<file path="src/rtl/systolic_mac_array.sv">
// Output-stationary ROWS x COLS systolic MAC grid computing C = A x B over a streamed K.
// Handshake: a beat/row transfers on a clock edge where valid && ready; an unaccepted beat is never consumed.
module systolic_mac_array #(
  parameter int ROWS       = 4,
  parameter int COLS       = 4,
  parameter int DATA_WIDTH = 8,
  parameter int ACC_WIDTH  = 32,
  parameter int SIGNED     = 1
) (
  input  logic                                   clk,
  input  logic                                   rst,
  input  logic                                   in_valid,
  output logic                                   in_ready,
  input  logic                                   in_last,
  input  logic [ROWS*DATA_WIDTH-1:0]             a_in,
  input  logic [COLS*DATA_WIDTH-1:0]             b_in,
  output logic                                   out_valid,
  input  logic                                   out_ready,
  output logic [COLS*ACC_WIDTH-1:0]              out_data,
  output logic [((ROWS>1)?$clog2(ROWS):1)-1:0]   out_row,
  output logic                                   busy
);

  localparam int DW = DATA_WIDTH;
  localparam int RW = (ROWS > 1) ? $clog2(ROWS) : 1;
  localparam int FL = ROWS + COLS - 2;
  localparam int CW = $clog2(ROWS + COLS);

  localparam logic [1:0] LOAD  = 2'd0;
  localparam logic [1:0] FLUSH = 2'd1;
  localparam logic [1:0] DRAIN = 2'd2;

  logic [1:0]    state;
  logic [CW-1:0] cnt;
  logic          hs;
  logic          adv;
  logic          clr;
  logic          last_row;

  logic [DW-1:0]        a_inj  [ROWS];
  logic [DW-1:0]        a_edge [ROWS];
  logic [DW-1:0]        b_inj  [COLS];
  logic [DW-1:0]        b_edge [COLS];
  logic [DW-1:0]        a_pin  [ROWS][COLS];
  logic [DW-1:0]        b_pin  [ROWS][COLS];
  logic [DW-1:0]        a_q    [ROWS][COLS];
  logic [DW-1:0]        b_q    [ROWS][COLS];
  logic [ACC_WIDTH-1:0] acc    [ROWS][COLS];

  assign in_ready  = (state == LOAD);
  assign out_valid = (state == DRAIN);
  assign busy      = (state != LOAD);
  assign hs        = in_valid && in_ready;
  assign adv       = (state == LOAD) || (state == FLUSH);
  assign last_row  = (out_row == RW'(ROWS - 1));
  // Accepting the final row wipes the whole datapath so nothing leaks into the next tile.
  assign clr       = (state == DRAIN) && out_ready && last_row;

  function automatic logic [ACC_WIDTH-1:0] mul_ext(input logic [DW-1:0] a, input logic [DW-1:0] b);
    logic signed [2*DW-1:0] ps;
    logic        [2*DW-1:0] pu;
    ps = $signed({{DW{a[DW-1]}}, a}) * $signed({{DW{b[DW-1]}}, b});
    pu = {{DW{1'b0}}, a} * {{DW{1'b0}}, b};
    if (SIGNED != 0) mul_ext = ACC_WIDTH'(ps);
    else             mul_ext = ACC_WIDTH'(pu);
  endfunction

  always_ff @(posedge clk) begin
    if (rst) begin
      state   <= LOAD;
      cnt     <= '0;
      out_row <= '0;
    end else begin
      case (state)
        LOAD: begin
          if (hs && in_last) begin
            if (FL == 0) begin
              state <= DRAIN;
            end else begin
              state <= FLUSH;
              cnt   <= CW'(FL - 1);
            end
          end
        end
        FLUSH: begin
          if (cnt == '0) state <= DRAIN;
          else           cnt   <= cnt - 1'b1;
        end
        DRAIN: begin
          if (out_ready) begin
            if (last_row) begin
              state   <= LOAD;
              out_row <= '0;
            end else begin
              out_row <= out_row + 1'b1;
            end
          end
        end
        default: state <= LOAD;
      endcase
    end
  end

  // Idle cycles inject zeros so gaps in the beat stream contribute nothing.
  always_comb begin
    for (int r = 0; r < ROWS; r++) a_inj[r] = hs ? a_in[r*DW +: DW] : '0;
    for (int c = 0; c < COLS; c++) b_inj[c] = hs ? b_in[c*DW +: DW] : '0;
  end

  for (genvar gr = 0; gr < ROWS; gr++) begin : g_askew
    if (gr == 0) begin : g_direct
      assign a_edge[gr] = a_inj[gr];
    end else begin : g_regs
      logic [DW-1:0] sk [gr];
      always_ff @(posedge clk) begin
        if (rst || clr) begin
          for (int j = 0; j < gr; j++) sk[j] <= '0;
        end else if (adv) begin
          sk[0] <= a_inj[gr];
          for (int j = 1; j < gr; j++) sk[j] <= sk[j-1];
        end
      end
      assign a_edge[gr] = sk[gr-1];
    end
  end

  for (genvar gc = 0; gc < COLS; gc++) begin : g_bskew
    if (gc == 0) begin : g_direct
      assign b_edge[gc] = b_inj[gc];
    end else begin : g_regs
      logic [DW-1:0] sk [gc];
      always_ff @(posedge clk) begin
        if (rst || clr) begin
          for (int j = 0; j < gc; j++) sk[j] <= '0;
        end else if (adv) begin
          sk[0] <= b_inj[gc];
          for (int j = 1; j < gc; j++) sk[j] <= sk[j-1];
        end
      end
      assign b_edge[gc] = sk[gc-1];
    end
  end

  always_comb begin
    for (int r = 0; r < ROWS; r++) begin
      a_pin[r][0] = a_edge[r];
      for (int c = 1; c < COLS; c++) a_pin[r][c] = a_q[r][c-1];
    end
    for (int c = 0; c < COLS; c++) begin
      b_pin[0][c] = b_edge[c];
      for (int r = 1; r < ROWS; r++) b_pin[r][c] = b_q[r-1][c];
    end
  end

  always_ff @(posedge clk) begin
    if (rst || clr) begin
      for (int r = 0; r < ROWS; r++) begin
        for (int c = 0; c < COLS; c++) begin
          a_q[r][c] <= '0;
          b_q[r][c] <= '0;
          acc[r][c] <= '0;
        end
      end
    end else if (adv) begin
      for (int r = 0; r < ROWS; r++) begin
        for (int c = 0; c < COLS; c++) begin
          a_q[r][c] <= a_pin[r][c];
          b_q[r][c] <= b_pin[r][c];
          acc[r][c] <= acc[r][c] + mul_ext(a_pin[r][c], b_pin[r][c]);
        end
      end
    end
  end

  always_comb begin
    out_data = '0;
    for (int r = 0; r < ROWS; r++) begin
      if (out_row == RW'(r)) begin
        for (int c = 0; c < COLS; c++) out_data[c*ACC_WIDTH +: ACC_WIDTH] = acc[r][c];
      end
    end
  end

endmodule

</file>
<file path="config.mk">
export PLATFORM = sky130hd
export DESIGN_NAME = systolic_mac_array
export DESIGN_NICKNAME = d
export VERILOG_FILES = /design/src/rtl/systolic_mac_array.sv
export SDC_FILE = /design/constraint.sdc
export NUM_CORES = 2
export LEC_CHECK = 0
export BUFFER_PORTS_ARGS = -buffer_cell sky130_fd_sc_hd__buf_2
export CELL_PAD_IN_SITES_DETAIL_PLACEMENT = 0
export CELL_PAD_IN_SITES_GLOBAL_PLACEMENT = 2
export CORE_AREA = 3 3 713 538
export CTS_CLUSTER_DIAMETER = 80
export CTS_CLUSTER_SIZE = 14
export DETAILED_ROUTE_END_ITERATION = 6
export DIE_AREA = 0 0 716 541
export PLACE_DENSITY = 0.52
export SLEW_MARGIN = 20
export SYNTH_ARGS = -nofsm -noshare
export SYNTH_HDL_FRONTEND = slang
export SYNTH_SLANG_ARGS = --single-unit
</file>
<file path="constraint.sdc">
create_clock -name clk -period 29.6 [get_ports clk]
set_clock_uncertainty 0.15 [all_clocks]
set_input_delay 0 -clock clk [delete_from_list [all_inputs] [get_ports clk]]
set_output_delay 0 -clock clk [all_outputs]
set_load 0.01 [all_outputs]
</file>
; ---- Yosys cells after proc, flatten, opt, wreduce, memory -nomap -nowiden
; Memory sizes are Yosys's and may differ from the RTL's.
; Index checks and enable logic that the tools add are counted.
[op_classes]
reduce_logical = 16
muxes = 120
eq_ne = 10
n_bitwise = 58
multipliers = 16
add_sub_neg = 18
[ops]
columns = operator, n
row1 = 32-bit two-way mux, 48
row2 = 32-bit adder, 16
row3 = 128-bit two-way mux, 4
row4 = 8-bit two-way mux, 52
row5 = 8-bit by 8-bit multiplier with 16-bit output, 16
row6 = 1-bit bitwise OR, 58
row7 = 8-bit OR reduction, 2
row8 = 2-bit two-way mux, 5
row9 = 2-bit by 1-bit inequality test with 1-bit output (second input constant), 4
row10 = 1-bit two-way mux, 7
row11 = 2-bit equality test (second input constant), 3
row12 = 3-bit two-way mux, 2
row13 = 2-bit case mux with 3 select lines, 1
row14 = 3-bit case mux with 2 select lines, 1
row15 = 2-bit by 1-bit equality test with 1-bit output (second input constant), 2
row16 = 1-bit logical AND, 4
row17 = 2-bit logical NOT, 2
row18 = 4-bit AND reduction, 1
row19 = 2-bit nonzero test, 2
row20 = 3-bit logical NOT, 1
row21 = 3-bit AND reduction, 1
row22 = 3-bit by 1-bit subtractor with 3-bit output (second input constant), 1
row23 = 2-bit by 1-bit adder with 2-bit output (second input constant), 1
row24 = 1-bit logical OR, 2
row25 = 2 further kinds, 2
[totals]
output_inout_bits = 133
regBits = 7
input_bits = 69
n_memories = 9
mem_bits_rw = 864
[mem_list]
columns = name, depth, width, rd, rd_ports_with_merged_regs, write_ports, line_no
row1 = acc, 4, 128, 4, 0, 4, 48  ; logic [ACC_WIDTH-1:0] acc [ROWS][COLS];
row2 = a_q, 4, 32, 4, 0, 4, 46  ; logic [DW-1:0] a_q [ROWS][COLS];
row3 = b_q, 4, 32, 3, 0, 4, 47  ; logic [DW-1:0] b_q [ROWS][COLS];
row4 = g_askew[3].g_regs.sk, 3, 8, 3, 0, 3, 114  ; logic [DW-1:0] sk [gr];
row5 = g_bskew[3].g_regs.sk, 3, 8, 3, 0, 3, 131  ; logic [DW-1:0] sk [gc];
row6 = g_askew[2].g_regs.sk, 2, 8, 2, 0, 2, 114
row7 = 3 more memories, -, -, -, -, -, -

; ---- Logic depth before layout (Yosys ltp)
[logic_depth]
ltp_word = 8
depth_mapped = 35

; ---- Least setup slack after synthesis
; OpenSTA, ideal clock, no wires.
[synth_timing]
kind = reg-to-reg
start = reg out_row[0] (netlist bit)
end = mem a_q[0][10] (netlist bit), enable pin
stages_incl_launch_ff = 7
path_buffers = 3
required_ns = 22.004
path_slack_ns = 3.418
period_less_slack_ns = 26.182
arrival_time_ns = 18.586
path_cell_list = dfxtp_1 > ha_1 > clkbuf_1 > clkbuf_1 > clkbuf_1 > nand2_1 > nand3b_1
[synth_rtl]
columns = element, line_no
row1 = from (decl), 20  ; output logic [((ROWS>1)?$clog2(ROWS):1)-1:0] out_row,
row2 = from (signal assigned), 95  ; out_row <= out_row + 1'b1;
row3 = to (decl), 46

==> results.py <==
metrics = {
    "drt": {
        "antenna_left": 0,
        "wl_per_cell_um": 19.7,
        "drc": 0,
        "drtIter0Drc": 3857,
        "drt-total-wl_mm": 302,
        "dr.pass1.iters": 5,
        "vias_per_cell": 4.58,
        "num_vias": 70417,
    },
    "timing": {
        "worst_slack_ps": 20120,
        "final_hold_viol_count": 0,
        "setup_tns_ps": 0,
        "finalSetupViolCount": 0,
        "max_freq_mhz": 105,
        "period_share_pct": 32.0,
        "drv_slew": 0,
        "fin_crit_ps": 9480,
        "worstMarginPinSlew_ps": 1350,
        "relSlewSlack_pct": 9.30,
        "rsz0062_at_grt": "no",
    },
    "worst_setup_path": {
        "r2r_start": "state[1]",
        "required_ps": 30050,
        "worstPathArrival_ps": 9940,
        "crit_path_start_kind": "register",
        "cp_slowest_stage_delay_ps": 770,
        "cp_slowest_cell": "xnor2_2",
        "rr_worst_depth": 30,
        "r2r-end": "acc[0][126]",
        "endpoint_kind": "register",
        "crit_type": "register to register",
        "critPathMaxFanout": 59,
        "critPathMostFrequentCell": "fa_1",
        "reg2reg_slack_ps": 20120,
    },
    "place": {
        "detailed_place_hpwl_mm": 238,
        "dp_slack_ps": 19960,
        "gp_congestion": 0.790,
        "port_buffers": 201,
        "place_area_um2": 101000,
    },
    "clocking": {
        "path_clk_slew_ps": 70,
        "tritoncts": "built",
        "root_buffer": "clkbuf_16",
        "clock_sinks": 807,
        "numCtsBuffers": 105,
        "ctsResizeCount": 0,
        "cts_max_path_buffers": 4,
        "h-tree-depth": 3,
        "postCtsSetupRepairBufs": 0,
        "insertion_delay_ps": 890,
        "hold_buffers": 134,
    },
    "worst_hold_path": {
        "hp-class": "input pin to register",
        "whs_path_depth": 5,
        "holdCritStartpoint": "out_ready",
        "holdPathEnd": "out_row[1]",
    },
    "global_route": {
        "grt_pass1_wl_mm": 468,
        "grt_max_degree": 166,
        "grt_pass1_vias": 73790,
        "grt_remaining_overflow": 0,
        "grt_use_total_pct": 15.6,
        "antenna_found_initial": 32,
    },
    "finish": {
        "drive_gt1_share_pct": 4.95,
        "stdcell_area_um2": 106000,
        "nFillCells": 39943,
        "multiInputGateArea_um2": 64500,
        "final_nets": 12178,
        "areaGrowthSynthToFinish_pct": 12.8,
        "seq_area_um2": 24200,
        "final_cell_mix": "inv_1, ha_1, and2_1",
        "final_common_cell": "inv_1",
    },
    "logic_synthesis": {
        "avgSynthCellArea_um2": 9.44,
        "syn_inst": 9964,
        "ys_ff_latch": 807,
        "yosysWarningCount": 0,
        "async_reset_ff_share_pct": 0,
        "ys_seq_area_share_pct": 25.7,
        "synth_edf_count": 800,
        "syn_area_um2": 94100,
        "syn-num-nets": 11897,
        "ys_types": 84,
        "ys.flop_type": "edfxtp_1",
    },
    "power": {
        "powerDensity_nw_per_um2": 50.8,
        "p_total_mw": 5.40,
        "leakage_nw": 49.1,
        "ir_drop_mv": 0.0482,
    },
    "flow_run": {
        "cap_violations": 0,
    },
    "status": {
        "outcome": "complete, no violations",
    },
    "floorplanning": {
        "dieHeight_um": 541,
        "die_area_um2": 387000,
        "rows": 195,
        "die_w_um": 716,
        "initial_core_util_pct": 25.0,
        "core_area_um2": 376000,
        "num_io_pins": 202,
    },
}
## power by group
| group | switching [mW] | leakage [nW] | total (mW) | internal (mW) |
|---|---|---|---|---|
| clock | 0.635 | 1.70 | 1.41 | 0.771 |
| sequential | 0.246 | 9.62 | 1.78 | 1.54 |
| combinational | 1.35 | 37.8 | 2.21 | 0.854 |
| total | 2.23 | 49.1 | 5.40 | 3.16 |
## worst max path at each step
stage	endpoint	from	cells after the start
floorplan	a_q[0][10]	out_row[0]	6
global placement	acc[0][126]	state[1]	30
detailed placement	acc[0][126]	state[1]	30
CTS	acc[0][126]	state[1]	30
global route	acc[0][126]	state[1]	30
finish	acc[0][126]	state[1]	30
## per-layer routing
layer	up-vias	routed length, um	track usage (%)	part of all wire, %
met1	35028	167000	25.0	55
met4	12	3910	2.23	1.3
met2	878	121000	22.5	40
li1	34321	-	-	-
met5	-	84	0	0.028
met3	178	9260	1.49	3.1
## stage by stage
stage,hold slack (ps),cells,utilization [%]
after floorplan,40.1,9964,-
after global placement,125,15027,26.9
after detailed placement,132,15027,26.9
after CTS,154,15346,28.2
after global routing,204,15353,28.2
final,210,15364,28.2
## kinds of logic (layout without fill, tap and decap cells)
| family | Yosys count | in the layout | share of synthesized area [%] |
|---|---|---|---|
| compound gates | 1948 | 1948 | 13.2 |
| xor+xnor | 665 | 665 | 6.19 |
| fa+ha+maj | 1864 | 1864 | 31.9 |
| buf+inv | 1497 | 1856 | 5.97 |
| flops | 807 | 807 | 25.7 |
| mux | 13 | 13 | 0.138 |
| other cells | 0 | 18 | 0 |
| simple gates | 3170 | 3170 | 16.9 |
## state kept, by name (all words and copies together) (netlist names)
name and cells:
acc 512, a_q 96, b_q 96, g_askew.g_regs.sk 48, g_bskew.g_regs.sk 48, cnt 3
out_row 2, state 2
## critical path, delay by kind of cell (launching register included)
family | cells | cell delay, ps
buffers and inverters | 5 | 810
AO/OA/AOI/OAI | 10 | 2520
adder cells (fa/ha/maj) | 6 | 2660
AND/OR/NAND/NOR | 7 | 1780
XOR/XNOR | 2 | 940
flip-flops | 1 | 300
## synth_stat cells (all sizes together) (18+ instances only)
library cell | n | share of area, %
a2111oi | 18 | 0.20
a211oi | 74 | 0.60
a21o | 287 | 2.3
a21oi | 610 | 3.2
a22oi | 125 | 1.0
a31oi | 71 | 0.49
and2 | 908 | 6.0
and3 | 112 | 0.75
clkbuf | 215 | 0.86
edfxtp | 800 | 26
fa | 897 | 19
ha | 967 | 13
inv | 1279 | 5.1
nand2 | 632 | 2.5
nand2b | 143 | 0.95
nand3 | 126 | 0.68
nand4 | 36 | 0.24
nor2 | 867 | 3.5
nor2b | 73 | 0.49
nor3 | 135 | 0.72
nor3b | 20 | 0.16
o211ai | 30 | 0.24
o21a | 71 | 0.57
o21ai | 387 | 2.1
o21bai | 87 | 0.69
o31ai | 27 | 0.22
or2 | 28 | 0.19
or3 | 31 | 0.21
xnor2 | 448 | 4.2
xor2 | 217 | 2.0
## layout make-up
cell class / instances / area share (%)
inverter: 1279 / 4.52
tap: 5023 / 5.92
timing repair buffer: 392 / 2.66
clock buffer: 117 / 2.56
sequential: 807 / 22.8
clock inverter: 68 / 0.776
multi-input combinational: 7660 / 60.8
antenna: 18 / 0.0424
No activity file was read; power rests on OpenSTA's default activity.
